[src/rtl/spi_config_master.sv]
`default_nettype none
// ============================================================================
// Module      : spi_config_master
// Description : Mode-0 SPI master that sends a 32-bit configuration word and
//               captures the 32-bit reply, MSB first, with an inter-frame gap.
// Revision    : 1.0 - initial release
// ============================================================================
module spi_config_master #(
    parameter int CLK_DIV = 4
) (
    input  logic        clk,
    input  logic        rst_n,
    input  logic        start,
    input  logic [31:0] tx_data,
    output logic        busy,
    output logic        done,
    output logic [31:0] rx_data,
    output logic        ss,
    output logic        sclk,
    output logic        mosi,
    input  logic        miso
);

    localparam int                   c_phase_w    = (CLK_DIV > 2) ? $clog2(CLK_DIV) : 1;
    localparam logic [c_phase_w-1:0] c_phase_last = c_phase_w'(CLK_DIV - 1);
    localparam logic [c_phase_w-1:0] c_phase_one  = c_phase_w'(1);

    typedef enum logic [2:0] {
        S_IDLE  = 3'd0,
        S_LEAD  = 3'd1,
        S_HIGH  = 3'd2,
        S_LOW   = 3'd3,
        S_TRAIL = 3'd4,
        S_GAP   = 3'd5
    } state_t;

    state_t                 r_state,   w_state;
    logic [c_phase_w-1:0]   r_phase,   w_phase;
    logic [4:0]             r_bit,     w_bit;
    logic [30:0]            r_tx,      w_tx;
    logic [31:0]            r_rx,      w_rx;
    logic [31:0]            r_rx_data, w_rx_data;
    logic                   r_ss,      w_ss;
    logic                   r_sclk,    w_sclk;
    logic                   r_mosi,    w_mosi;
    logic                   r_busy,    w_busy;
    logic                   r_done,    w_done;
    logic                   w_phase_end;
    logic                   w_accept;

    assign w_phase_end = (r_phase == c_phase_last);
    // The GAP-ending edge may accept a new frame directly, giving a 66*D period.
    assign w_accept    = start && ((r_state == S_IDLE) || ((r_state == S_GAP) && w_phase_end));

    always_ff @(posedge clk) begin
        if (!rst_n) begin
            r_state   <= S_IDLE;
            r_phase   <= '0;
            r_bit     <= '0;
            r_tx      <= '0;
            r_rx      <= '0;
            r_rx_data <= '0;
            r_ss      <= 1'b1;
            r_sclk    <= 1'b0;
            r_mosi    <= 1'b0;
            r_busy    <= 1'b0;
            r_done    <= 1'b0;
        end else begin
            r_state   <= w_state;
            r_phase   <= w_phase;
            r_bit     <= w_bit;
            r_tx      <= w_tx;
            r_rx      <= w_rx;
            r_rx_data <= w_rx_data;
            r_ss      <= w_ss;
            r_sclk    <= w_sclk;
            r_mosi    <= w_mosi;
            r_busy    <= w_busy;
            r_done    <= w_done;
        end
    end

    always_comb begin
        w_state   = r_state;
        w_phase   = r_phase;
        w_bit     = r_bit;
        w_tx      = r_tx;
        w_rx      = r_rx;
        w_rx_data = r_rx_data;
        w_ss      = r_ss;
        w_sclk    = r_sclk;
        w_mosi    = r_mosi;
        w_busy    = r_busy;
        w_done    = 1'b0;

        if (r_state != S_IDLE) begin
            w_phase = w_phase_end ? '0 : (r_phase + c_phase_one);
        end

        case (r_state)
            S_IDLE: begin
            end
            S_LEAD: begin
                if (w_phase_end) begin
                    w_state = S_HIGH;
                    w_sclk  = 1'b1;
                end
            end
            S_HIGH: begin
                if (w_phase_end) begin
                    w_rx   = {r_rx[30:0], miso};
                    w_sclk = 1'b0;
                    if (r_bit == 5'd31) begin
                        w_state = S_TRAIL;
                    end else begin
                        w_state = S_LOW;
                        w_bit   = r_bit + 5'd1;
                        w_mosi  = r_tx[30];
                        w_tx    = {r_tx[29:0], 1'b0};
                    end
                end
            end
            S_LOW: begin
                if (w_phase_end) begin
                    w_state = S_HIGH;
                    w_sclk  = 1'b1;
                end
            end
            S_TRAIL: begin
                if (w_phase_end) begin
                    w_state   = S_GAP;
                    w_ss      = 1'b1;
                    w_rx_data = r_rx;
                    w_done    = 1'b1;
                end
            end
            S_GAP: begin
                if (w_phase_end) begin
                    w_state = S_IDLE;
                    w_busy  = 1'b0;
                end
            end
            default: begin
                w_state = S_IDLE;
            end
        endcase

        // The TX register keeps only the bits still to be sent after the MSB.
        if (w_accept) begin
            w_state = S_LEAD;
            w_phase = '0;
            w_bit   = '0;
            w_tx    = tx_data[30:0];
            w_mosi  = tx_data[31];
            w_ss    = 1'b0;
            w_sclk  = 1'b0;
            w_busy  = 1'b1;
        end
    end

    assign busy    = r_busy;
    assign done    = r_done;
    assign rx_data = r_rx_data;
    assign ss      = r_ss;
    assign sclk    = r_sclk;
    assign mosi    = r_mosi;

endmodule
`default_nettype wire
[config.mk]
export PLATFORM = sky130hd
export DESIGN_NAME = spi_config_master
export DESIGN_NICKNAME = d
export VERILOG_FILES = /design/src/rtl/spi_config_master.sv
export SDC_FILE = /design/constraint.sdc
export NUM_CORES = 1
export LEC_CHECK = 0
export ABC_AREA = 1
export CAP_MARGIN = 20
export CORE_UTILIZATION = 60
export CTS_BUF_LIST = sky130_fd_sc_hd__clkbuf_4
export CTS_CLUSTER_SIZE = 10
export DETAILED_ROUTE_END_ITERATION = 6
export DONT_BUFFER_PORTS = 1
export PLACE_DENSITY = 0.79
export SYNTH_ARGS = -nofsm -noshare
export SYNTH_HDL_FRONTEND = slang
export SYNTH_SLANG_ARGS = --single-unit
[constraint.sdc]
create_clock -name clk -period 2.6 [get_ports clk]
set_clock_uncertainty 0.15 [all_clocks]
set_input_delay 0.39 -clock clk [delete_from_list [all_inputs] [get_ports clk]]
set_output_delay 0.39 -clock clk [all_outputs]
set_load 0.1 [all_outputs]
==> metrics.cfg <==
[status]
status=finished clean

[logic_synthesis]
synthTopCellsByArea=dfxtp_1 (48%), nand3_1 (14%), nand2_1 (13%)
synthDistinctLibCells=24
synth_ff_type=dfxtp_1
synth_nets=661
syn-cell-area_um2=4581
ys_ff_latch=110
synth_area_leader_cell=dfxtp_1
syn_avg_cell_area_um2=7.364
synth-edff-count=0
synthArstFlopShare=0
netlist_instances=622
synth_top_area_share=0.4807
yosysSeqAreaShare=0.4807
synth_common_cells=nand2_1 (156), nand3_1 (126), dfxtp_1 (110), a21oi_1 (95), inv_1 (40)
yosysMostFrequentCell=nand2_1
yosys_warnings=0

[power_and_ir_drop]
intPower_mw=1.983
peakVddDrop_v=0.0003467
total_power_mw=2.670
powerDensity_nw_per_um2=532.4
switching_share=0.2573
p_leak_nw=1.943
combPwrFrac=0.077
seqPwrFrac=0.654
netSwitchingPower_mw=0.6869
clkPwrFrac=0.268

[setup_path]
path_max_fanout=36
critPathLaunchType=flip-flop
r2r_start=r_phase[0]$_SDFFE_PP0P_
crit_start=r_phase[0]$_SDFFE_PP0P_
regToRegSetupSlack_ns=0.57
path_class=reg -> reg
cp.arrival_ns=2.24
end_kind=flip-flop
worstRegToRegCells=9
endpoint=r_tx[4]$_SDFFE_PN0P_
r2r-end=r_tx[4]$_SDFFE_PN0P_
cp.required_ns=2.81

[cells_and_area]
drive_gt1_frac=0.1324
final_area_um2=5015
nets=677
syn2layout_area_growth_pct=9.478
n_antenna_cell=0

[detailed_routing]
totalWireLength_mm=9.101
routed.top_layer=met4
wl_per_cell_um=12.28
wl_met1_mm=4.195
viasPerCell=5.405
drtIter0Drc=176
ant_nets=0
dr.pass1.iters=4
wl_met3_um=476
vias=4005
drc=0
wl_met2_mm=4.359

[clock_tree]
cts_buffer_depth=2
cts_root_buf=clkbuf_4
clock_latency_ns=0.43
tritoncts=yes
cts_made_buffers=9
cts_sinks=110
clk_pin_slew_ns=0.15
htree_levels=3
post-cts-setup-buffer-count=0

[die]
die_h_um=89.38
ioPinCount=73
rows=31
dieArea_um2=7988
start_util=0.6249
core_area_um2=7331
die_w_um=89.38

[global_routing]
antenna_found_initial=0
grt_use_total=0.2388
grt_pass1_wl_mm=15.17
grt-ovfl-total=0
grt_pass1_vias=3501
grt_max_degree=47

[placement]
dp_hpwl_mm=5.830
portBuffers=0
gp_congestion=0.8125
dpl-instance-area_um2=4868

[run]
drv_cap=0

[timing]
min_period_ns=2.031
worst_slew_pin_slew_ns=0.5772
relSlewSlack=0.6140
finalCritPeriodShare=0.7812
finalSetupViolations=0
tns_ns=0
hold_ws_ns=0.03611
hold_viol_final=0
rsz0062_at_grt=no
slew_violations=0
fmax_ghz=0.4924

[min_path]
min_path_type=in -> reg

==> flip-flops by register name, summed over array words and instances (netlist names), 2 cells and up <==
signal   count
r_rx        32
rx_data     32
r_tx        31
r_bit        5
r_state      3
r_phase      2
==> layer usage <==
layer | up-vias | track usage
met5 | - | 0
met4 | 0 | 0.07215
met3 | 7 | 0.04617
met2 | 115 | 0.4011
met1 | 1809 | 0.3123
li1 | 2074 | -
==> cell type report <==
| cell class | instances | area [um^2] |
|---|---|---|
| clock inverters | 6 | 38.79 |
| inverters | 47 | 176.4 |
| well taps | 99 | 123.9 |
| repair buffers | 52 | 412.9 |
| multi-input cells | 418 | 1993 |
| flip-flops and latches | 110 | 2202 |
| clock buffers | 9 | 67.56 |
| fillers | 588 | 2316 |
==> worst max-delay path: stages (launching register included) <==
cell,delay (ns)
dfxtp_1,0.38
ha_1,0.18
buf_4,0.34
inv_2,0.07
nor2_2,0.10
buf_4,0.31
nand3_1,0.13
nand2_1,0.11
inv_1,0.04
a21oi_1,0.12
==> per-stage QoR <==
| step | worst slack (ns) | std cells | utilization |
|---|---|---|---|
| after floorplan | 0.7683 | 622 | - |
| after global routing | 0.3825 | 741 | 0.6841 |
| after global placement | 0.7164 | 722 | 0.6641 |
| after CTS | 0.5968 | 741 | 0.6841 |
| after detailed placement | 0.6365 | 722 | 0.6641 |
| final | 0.5689 | 741 | 0.6841 |
==> logic make-up after synthesis <==
| family | synth area share |
|---|---|
| flip-flops | 0.4807 |
| AO/OA/AOI/OAI | 0.1314 |
| buffers and inverters | 0.08604 |
| adder cells (fa/ha/maj) | 0.008195 |
| XOR/XNOR | 0.001912 |
| AND/OR/NAND/NOR | 0.2917 |
==> repair_timing <==
action | in CTS | in global routing
setup endpoints to repair | 0 | 0
hold endpoints to repair | 5 | 0
gates resized for setup | 0 | 0
hold buffers | 4 | 0
==> power by group through the flow <==
stage	Clock, mW	Combinational [mW]	Sequential [mW]
after floorplan	0	0.150	1.81
after global placement	0	0.195	1.78
after detailed placement	0	0.201	1.78
after CTS	0.735	0.207	1.75
after global routing	0.806	0.231	1.75
final	0.717	0.206	1.75
==> placed cells by master, fill, tap and decap left out <==
cell	n
a21oi_1	95
a21oi_2	9
a22oi_1	1
buf_12	1
buf_4	47
clkbuf_4	9
clkinv_1	1
clkinv_2	2
clkinv_4	1
clkinvlp_4	1
dfxtp_1	110
dlygate4sd3_1	4
ha_1	3
inv_1	40
inv_2	7
inv_6	1
nand2_1	156
nand2_2	1
nand2_4	2
nand3_1	126
nand3_2	1
nand3b_1	3
nand4_1	1
nor2_1	7
nor2_2	2
nor3_4	1
o21ai_0	8
or2_0	1
xor2_1	1
==> how the worst min path moves through the flow <==
stage / startpoint / to / slack [ns] / depth (start not counted)
2_1_floorplan: r_rx[31]$_SDFFE_PN0P_ / rx_data[31]$_SDFFE_PN0P_ / 0.29 / 2
3_3_place_gp: r_rx[31]$_SDFFE_PN0P_ / r_rx[31]$_SDFFE_PN0P_ / 0.30 / 2
3_5_place_dp: rx_data[9]$_SDFFE_PN0P_ / rx_data[9]$_SDFFE_PN0P_ / 0.31 / 2
4_1_cts: tx_data[6] / r_tx[6]$_SDFFE_PN0P_ / 0.02 / 4
5_1_grt: tx_data[7] / r_tx[7]$_SDFFE_PN0P_ / 0.02 / 4
6_report: tx_data[22] / r_tx[22]$_SDFFE_PN0P_ / 0.04 / 4
Power figures use the tool's default switching activity.
